--- config.mk ---
export PLATFORM = sky130hd
export DESIGN_NAME = seq_divider
export DESIGN_NICKNAME = d
export VERILOG_FILES = /design/src/rtl/seq_divider.sv
export SDC_FILE = /design/constraint.sdc
export NUM_CORES = 1
export LEC_CHECK = 0
export CORE_MARGIN = 5
export CORE_UTILIZATION = 45
export CTS_BUF_LIST = sky130_fd_sc_hd__clkbuf_8 sky130_fd_sc_hd__clkbuf_16
export DETAILED_ROUTE_END_ITERATION = 10
export GPL_ROUTABILITY_DRIVEN = 0
export GPL_TIMING_DRIVEN = 0
export PLACE_DENSITY = 0.75
export SKIP_CTS_REPAIR_TIMING = 1
export SLEW_MARGIN = 0
export SYNTH_ARGS = -nofsm -noshare
export SYNTH_HDL_FRONTEND = slang
export SYNTH_SLANG_ARGS = --single-unit
--- constraint.sdc ---
create_clock -name clk -period 2.8 [get_ports clk]
set_clock_uncertainty 0.05 [all_clocks]
set_input_delay 0.42 -clock clk [delete_from_list [all_inputs] [get_ports clk]]
set_output_delay 0.42 -clock clk [all_outputs]
set_load 0.02 [all_outputs]
--- src/rtl/seq_divider.sv ---
// Unsigned radix-2 restoring divider: one quotient bit per cycle, valid/ready on both sides.
// A zero divisor short-circuits straight to a flagged all-ones result.
module seq_divider #(
    parameter int WIDTH = 16
) (
    input  logic             clk,
    input  logic             rst,
    input  logic             in_valid,
    output logic             in_ready,
    input  logic [WIDTH-1:0] dividend,
    input  logic [WIDTH-1:0] divisor,
    output logic             out_valid,
    input  logic             out_ready,
    output logic [WIDTH-1:0] quotient,
    output logic [WIDTH-1:0] remainder,
    output logic             div_by_zero
);
    localparam int CW = $clog2(WIDTH);
    localparam logic [CW-1:0] LAST = CW'(WIDTH - 1);

    typedef enum logic [1:0] {
        IDLE,
        CALC,
        DONE
    } state_t;

    state_t           r_state;
    state_t           w_state_next;
    logic [WIDTH-1:0] r_div;
    logic [WIDTH-1:0] r_q;
    logic [WIDTH-1:0] r_r;
    logic             r_dbz;
    logic [CW-1:0]    r_cnt;

    logic [WIDTH:0]   w_s;
    logic [WIDTH:0]   w_t;
    logic             w_qbit;

    // The shifted-out MSB of R stays as bit WIDTH so MSB-set divisors compare correctly.
    assign w_s    = {r_r, r_q[WIDTH-1]};
    assign w_t    = w_s - {1'b0, r_div};
    assign w_qbit = ~w_t[WIDTH];

    always_ff @(posedge clk) begin
        if (rst) begin
            r_state <= IDLE;
        end else begin
            r_state <= w_state_next;
        end
    end

    always_comb begin
        w_state_next = r_state;
        case (r_state)
            IDLE: begin
                if (in_valid) begin
                    w_state_next = (divisor == '0) ? DONE : CALC;
                end
            end
            CALC: begin
                if (r_cnt == LAST) begin
                    w_state_next = DONE;
                end
            end
            DONE: begin
                if (out_ready) begin
                    w_state_next = IDLE;
                end
            end
            default: w_state_next = IDLE;
        endcase
    end

    assign in_ready  = (r_state == IDLE);
    assign out_valid = (r_state == DONE);

    always_ff @(posedge clk) begin
        if (rst) begin
            r_div <= '0;
            r_q   <= '0;
            r_r   <= '0;
            r_dbz <= 1'b0;
            r_cnt <= '0;
        end else begin
            case (r_state)
                IDLE: begin
                    if (in_valid) begin
                        r_div <= divisor;
                        r_cnt <= '0;
                        if (divisor == '0) begin
                            r_q   <= '1;
                            r_r   <= dividend;
                            r_dbz <= 1'b1;
                        end else begin
                            r_q   <= dividend;
                            r_r   <= '0;
                            r_dbz <= 1'b0;
                        end
                    end
                end
                CALC: begin
                    r_r <= w_qbit ? w_t[WIDTH-1:0] : w_s[WIDTH-1:0];
                    r_q <= {r_q[WIDTH-2:0], w_qbit};
                    // Saturate so the counter never wraps after the final step.
                    if (r_cnt != LAST) begin
                        r_cnt <= r_cnt + CW'(1);
                    end
                end
                default: begin
                end
            endcase
        end
    end

    assign quotient    = r_q;
    assign remainder   = r_r;
    assign div_by_zero = r_dbz;
endmodule

==> summary.md, run 1 <==
| Metric | Value |
|---|---|
| Status | `finished clean` |
| H-tree depth | `2` |
| Clock transition at path regs | `0.11 ns` |
| Cell taking the most area after synthesis | `dfxtp_1` |
| Vias/cell | `5.75` |
| Fillers | `713` |
| Initial Util | `45.5%` |
| Max-slew headroom | `53.0%` |
| Type of the worst setup path | `reg -> reg` |
| Synth unique cells | `58` |
| DRC viols | `0` |
| Hold Path Class | `reg -> reg` |
| Worst hold slack | `0.409 ns` |
| CTS tree | `built` |
| Die H | `98.0 um` |
| Synth warn | `0` |
| Total track usage | `20.6%` |
| Max Slew Vio Count | `0` |
| Top FF cell, synth | `dfxtp_1` |
| Pwr Density | `847 mW/mm^2` |
| Worst-path maximum fanout | `8` |
| Fin crit share | `95.1%` |
| Max-cap check violation count | `0` |
| Peak per-stage delay on the critical path | `0.51 ns` |
| Post-synth EDFFs | `0` |
| Tmin final | `2.66 ns` |
| Clock Sinks | `55` |
| Post-layout util | `58.6%` |
| Area delta synth->final | `28.6%` |
| Number of port buffers | `69` |
| Synth async-reset ratio | `0%` |
| Total CTS buffers | `5` |
| Reg-to-reg slack, setup | `0.14 ns` |
| Mapped Avg Cell Area | `7.55 sq um` |
| First-pass iteration count of the detailed router | `6` |
| Grt ovf | `0` |
| CP startpoint kind | `register` |
| Dpl cell area | `0.00430 sq mm` |
| Initial antenna violation count | `0` |
| Cell area after synthesis | `0.00348 sq mm` |
| P_leak | `1.65 nW` |
| CTS root buf | `clkbuf_8` |
| CP Capture Type | `register` |
| Wire per inst | `16.0 um` |
| Antenna-violating nets left | `0` |
| Die X | `98.0 um` |
| Fmax | `0.376 GHz` |
| CP Cell Sequence | `inv_1 -> fa_2 -> nand2b_4 -> a21oi_4 -> o41ai_4 -> o21ai_4 -> buf_12 -> mux2_2 -> a221oi_2 -> a21oi_1` |
| HPWL after DPL | `8100 um` |
| Final Setup Violations | `0` |
| Core ar. | `0.00765 sq mm` |
| Vias in the first global route | `3,467` |
| Worst path required time | `2.94 ns` |
| Rows | `32` |
| Cells after Synth | `461` |
| Syn_nets | `515` |
| Dpl ws | `-0.186 ns` |
| Seq pwr share | `26.1%` |
| Slew @ Worst Pin | `0.703 ns` |
| P_sw | `1.71 mW` |
| Top post-synthesis cells by count | `nand2_1 (84), dfxtp_1 (55), a21oi_1 (45)` |
| Data arrival, critical path | `2.80 ns` |
| Peak supply drop | `364 uV` |
| Layout cells sized above 1 | `6.64%` |
| Final Hold Viols | `0` |
| Antenna diodes | `0` |
| Design area | `0.00448 sq mm` |
| Cell with the most instances after synthesis | `nand2_1` |
| Cell Int Power | `2.09 mW` |
| Sequential share of the synthesized area | `31.6%` |
| Area share of the leading cell type in the synthesized netlist | `31.6%` |
| Largest net degree at the start of global routing | `19` |
| Crit-path slowest cell | `dfxtp_1` |
| Switching Share | `45.0%` |
| Post-synthesis register bit count | `55` |
| Clock Power Share | `12.4%` |
| Area contributors post-synth | `dfxtp_1 (32%), nand2_1 (9.1%), a21oi_1 (6.5%), ha_1 (6.1%), nor2_1 (4.5%)` |
| Net count reported at finish | `595` |
| Worst skew pair latency | `0.32 ns` |
| WL final | `10,300 um` |
| Max clock buf depth | `2` |
| Logic pwr share | `61.4%` |
| First-pass GRT wire length | `16,500 um` |
| Setup TNS Final | `0 ns` |
| Number of I/O pins | `71` |
| Starting DRC count in detailed routing | `319` |
| DIE AREA | `0.00959 sq mm` |
| Via count | `3,705` |
| Setup ws final | `0.137 ns` |
registers in the layout, summed over array words and instances, names as in the netlist:
name         flops
div_by_zero      1
quotient        16
r_cnt            4
r_div           16
r_state          2
remainder       16
worst max-delay path: cells and delay by family, from the launching register on:
kind | cells | cell delay (ns)
adders and majority gates | 1 | 0.41
muxes | 1 | 0.35
DFF | 1 | 0.51
buffers and inverters | 2 | 0.27
and+or+nand+nor | 1 | 0.16
AOI/OAI and AO/OA | 5 | 0.77
worst paths after layout:
check                from      endpoint  cells past startpoint
max          remainder[0]  remainder[1]                     10
min              r_div[4]      r_div[4]                      2
max reg2reg  remainder[0]  remainder[1]                     10
min reg2reg      r_div[4]      r_div[4]                      2
layout make-up:
type / instances / area [sq um] / area share (%)
Clock buffer: 5 / 68.8 / 1.54
Clock inverter: 3 / 23.8 / 0.531
Multi-Input combinational cell: 356 / 2220 / 49.5
Buffer: 31 / 138 / 3.07
Timing Repair Buffer: 72 / 726 / 16.2
Tap cell: 102 / 128 / 2.85
Sequential cell: 55 / 1100 / 24.6
Inverter: 20 / 75.1 / 1.68
kinds of logic (layout without fill, tap and decap cells):
logic type / Yosys count / in the layout / synth area share (%)
AO/OA/AOI/OAI: 133 / 133 / 25.9
multiplexers: 7 / 7 / 2.05
adder cells (fa/ha/maj): 18 / 18 / 6.69
AND/OR/NAND/NOR: 182 / 182 / 23.4
XOR/XNOR: 15 / 16 / 4.31
flip-flops: 55 / 55 / 31.6
buffers and inverters: 51 / 131 / 6.07
through the flow:
step                power (mW)  instances
finish                    3.79        644
global route              4.03        644
CTS                       3.58        640
detailed placement        3.10        632
global placement          3.06        632
floorplan                 2.52        461
layer usage:
metal	track usage [%]	part of all wire, %	vias to the layer above	wire (um)
met5	0	0	-	0
met4	4.37	1.2	0	127
met3	3.07	6.3	13	653
met2	34.6	48	141	4910
met1	28.0	45	1732	4620
li1	-	-	1819	-
power by group through the flow:
stage	Clock [mW]	Sequential, mW	Combinational, mW
finish	0.471	0.992	2.33
global route	0.508	1.00	2.52
CTS	0.477	0.991	2.11
detailed placement	0	1.01	2.09
global placement	0	1.00	2.05
floorplan	0	1.07	1.45
cells in the final DEF, fill, tap and decap left out, types with 4 or more instances in the layout:
cell type | netlist | routed
nand2_1 | 84 | 84
clkdlybuf4s50_1 | 0 | 69
dfxtp_1 | 55 | 54
a21oi_1 | 45 | 45
nor2_1 | 42 | 42
clkbuf_1 | 22 | 21
inv_1 | 20 | 20
nor3_1 | 18 | 18
o21ai_0 | 17 | 17
ha_1 | 17 | 16
a311oi_1 | 15 | 15
a31oi_1 | 12 | 12
nand2b_1 | 9 | 8
xnor2_1 | 8 | 8
o22ai_1 | 6 | 6
xor2_1 | 6 | 6
mux2i_1 | 6 | 6
nand3_1 | 5 | 5
o221ai_1 | 5 | 5
clkbuf_8 | 0 | 5
buf_2 | 4 | 4
nor4_1 | 4 | 4
nand4_1 | 4 | 4
o31ai_1 | 4 | 4
(Power assumes the default switching activity.)
==> run 2, diff against run 1 <==
clock period = 2.4 ns   (was 2.8 ns; I/O delays follow)
==> run 2 against run 1 <==
  * The flow now finishes with violations (setup timing)
  * Combinational power increased by 29%
  * Total power rose by 27%
  * Count of clock-buffer cells in the layout up 1
  * Worst setup slack worse by 0.32 ns
  * Via count grew 2.7%
  * Wire length rose by 6.5%
  * Clock power is 38% higher
  * Maximum frequency increased by 3.3%
  * Critical path type unchanged
  * Largest power group unchanged
==> summary.md, run 2 (synthesis results as in run 1) <==
| Metric | Value |
|---|---|
| Status | `finished with violations` |
| Failing checks | `setup timing` |
| Data arrival, critical path | `2.78 ns (-0.02 ns)` |
| Layout cells sized above 1 | `10.2% (+3.6 points)` |
| Number of port buffers | `69 (unchanged)` |
| P_leak | `1.71 nW (+3.7%)` |
| Antenna diodes | `0 (unchanged)` |
| Area delta synth->final | `33.1%` |
| Fillers | `696 (-2.4%)` |
| Hold endpoint | `r_div[10]` |
| CTS tree | `built` |
| Cell Int Power | `2.70 mW (+29%)` |
| CTS root buf | `clkbuf_8` |
| Worst path required time | `2.60 ns (-0.34 ns)` |
| Footprint of the multi-input gates | `0.00229 sq mm (+3.4%)` |
| Vias in the first global route | `3,693 (+6.5%)` |
| Final Setup Violations | `15 (+15)` |
| Commonest non-fill, non-tap cells in the layout | `nand2_1 (84), clkdlybuf4s50_1 (69), dfxtp_1 (49)` |
| Worst R2R Path Depth | `9 (-1)` |
| Reg-to-reg slack, setup | `-0.18 ns (-0.32 ns)` |
| HPWL after DPL | `8290 um (+2.4%)` |
| Commonest non-fill, non-tap cell in the layout | `nand2_1` |
| Rows | `32 (unchanged)` |
| Initial antenna violation count | `0 (unchanged)` |
| Vias/cell | `5.84 (+1.6%)` |
| Worst skew pair latency | `0.32 ns (about the same)` |
| Fin crit share | `107% (+12 points)` |
| Net count reported at finish | `602 (+1.2%)` |
| DRC viols | `0 (unchanged)` |
| Total track usage | `21.8% (+1.2 points)` |
| Max-slew headroom | `58.2% (+5.2 points)` |
| Hold depth | `2 (unchanged)` |
| Max Slew Vio Count | `0 (unchanged)` |
| P_sw | `2.13 mW (+25%)` |
| Reg-to-Reg Start | `remainder[4]` |
| Fmax | `0.388 GHz (+3.3%)` |
| Hold Path Class | `reg -> reg` |
| DIE AREA | `0.00959 sq mm (unchanged)` |
| Die X | `98.0 um (unchanged)` |
| Tmin final | `2.58 ns (-0.0850 ns)` |
| First-pass iteration count of the detailed router | `5 (-1)` |
| First-pass GRT wire length | `17,500 um (+6.3%)` |
| Core ar. | `0.00765 sq mm (unchanged)` |
| Wire per inst | `16.9 um (+5.4%)` |
| Max clock buf depth | `2 (unchanged)` |
| Worst-path maximum fanout | `8 (unchanged)` |
| Clock Sinks | `55 (unchanged)` |
| RSZ-0062 raised after global routing | `yes` |
| Total power | `4.83 mW (+27%)` |
| Antenna-violating nets left | `0 (unchanged)` |
| Largest net degree at the start of global routing | `17 (-2)` |
| Switching Share | `44.1% (-0.88 points)` |
| Initial Util | `45.5% (unchanged)` |
| Total CTS buffers | `5 (unchanged)` |
| Die H | `98.0 um (unchanged)` |
| Peak supply drop | `429 uV (+18%)` |
| Setup ws final | `-0.178 ns (-0.315 ns)` |
| CP startpoint kind | `register` |
| Reg2Reg Capture Point | `remainder[8]` |
| Logic pwr share | `62.3% (+0.9 points)` |
| Type of the worst setup path | `reg -> reg` |
| WL final | `11,000 um (+6.5%)` |
| Final Hold Viols | `0 (unchanged)` |
| CP Capture Type | `register` |
| Clock transition at path regs | `0.10 ns (about the same)` |
| H-tree depth | `2 (unchanged)` |
| Seq pwr share | `24.2% (-1.9 points)` |
| Grt ovf | `0 (unchanged)` |
| Clock Power Share | `13.5% (+1.1 points)` |
| Slew @ Worst Pin | `0.624 ns (-0.0783 ns)` |
| Register Area | `0.00111 sq mm (+0.79%)` |
| Dpl ws | `-0.559 ns (-0.373 ns)` |
| Number of I/O pins | `71 (unchanged)` |
| Max-cap check violation count | `0 (unchanged)` |
| Pwr Density | `1040 mW/mm^2 (+23%)` |
| Starting DRC count in detailed routing | `364 (+14%)` |
| Worst Hold Launch | `r_div[10]` |
| Via count | `3,805 (+2.7%)` |
==> run 2: cell types whose count changed in the layout (fill, tap and decap cells not counted), moves of 2 or more <==
cell and change:
buf_4 +7, clkbuf_1 -2, dfxtp_1 -5, dfxtp_2 +4
==> run 2: critical path: stages (launching register included) <==
cell	delay, ns
dfxtp_2	0.37
ha_1	0.29
buf_4	0.17
a21o_4	0.22
o41ai_4	0.37
o21ai_4	0.11
buf_4	0.17
xor2_2	0.18
or4b_1	0.49
o21ai_1	0.08
==> run 2: power groups by stage <==
stage	registers [mW]	clock network, mW	logic, mW
5_1_grt	1.18	0.689	3.19
3_3_place_gp	1.18	0	2.43
2_1_floorplan	1.26	0	1.74
6_report	1.17	0.649	3.01
3_5_place_dp	1.18	0	2.48
4_1_cts	1.16	0.660	2.50
==> run 2: stage by stage <==
step / TNS, ns / hold slack (ns) / instances / utilization [%] / instance area [sq um]
global route: -3.49 / 0.430 / 651 / 60.6 / 4630
finish: -1.68 / 0.409 / 651 / 60.6 / 4630
CTS: -4.47 / 0.410 / 640 / 58.5 / 4470
detailed placement: -5.85 / 0.396 / 632 / 56.9 / 4350
global placement: -5.28 / 0.394 / 632 / 56.9 / 4350
floorplan: -0.265 / 0.386 / 461 / - / 3530
==> run 2: final cells by class <==
| class | instances | share of cell area, % |
|---|---|---|
| timing repair buffer | 78 | 16.5 |
| buffer | 31 | 3.11 |
| tap | 102 | 2.76 |
| clock buffer | 6 | 1.78 |
| multi-input combinational | 357 | 49.5 |
| inverter | 20 | 1.67 |
| sequential | 55 | 24.0 |
| clock inverter | 2 | 0.756 |
==> run 2: worst max-delay path by stage <==
stage | slack (ns) | end | start | cells after the start
2_1_floorplan | -0.06 | remainder[8] | quotient[15] | 10
3_3_place_gp | -0.32 | remainder[15] | remainder[1] | 8
3_5_place_dp | -0.56 | remainder[15] | remainder[5] | 9
4_1_cts | -0.61 | remainder[15] | remainder[5] | 9
5_1_grt | -0.26 | remainder[2] | quotient[15] | 11
6_report | -0.18 | remainder[8] | remainder[4] | 9
==> run 2: per-layer routing <==
layer	vias up	wire [um]	track usage, %
met5	-	0	0
met4	0	361	9.16
met3	32	841	4.07
met2	175	5080	35.1
met1	1762	4700	28.6
li1	1836	-	-
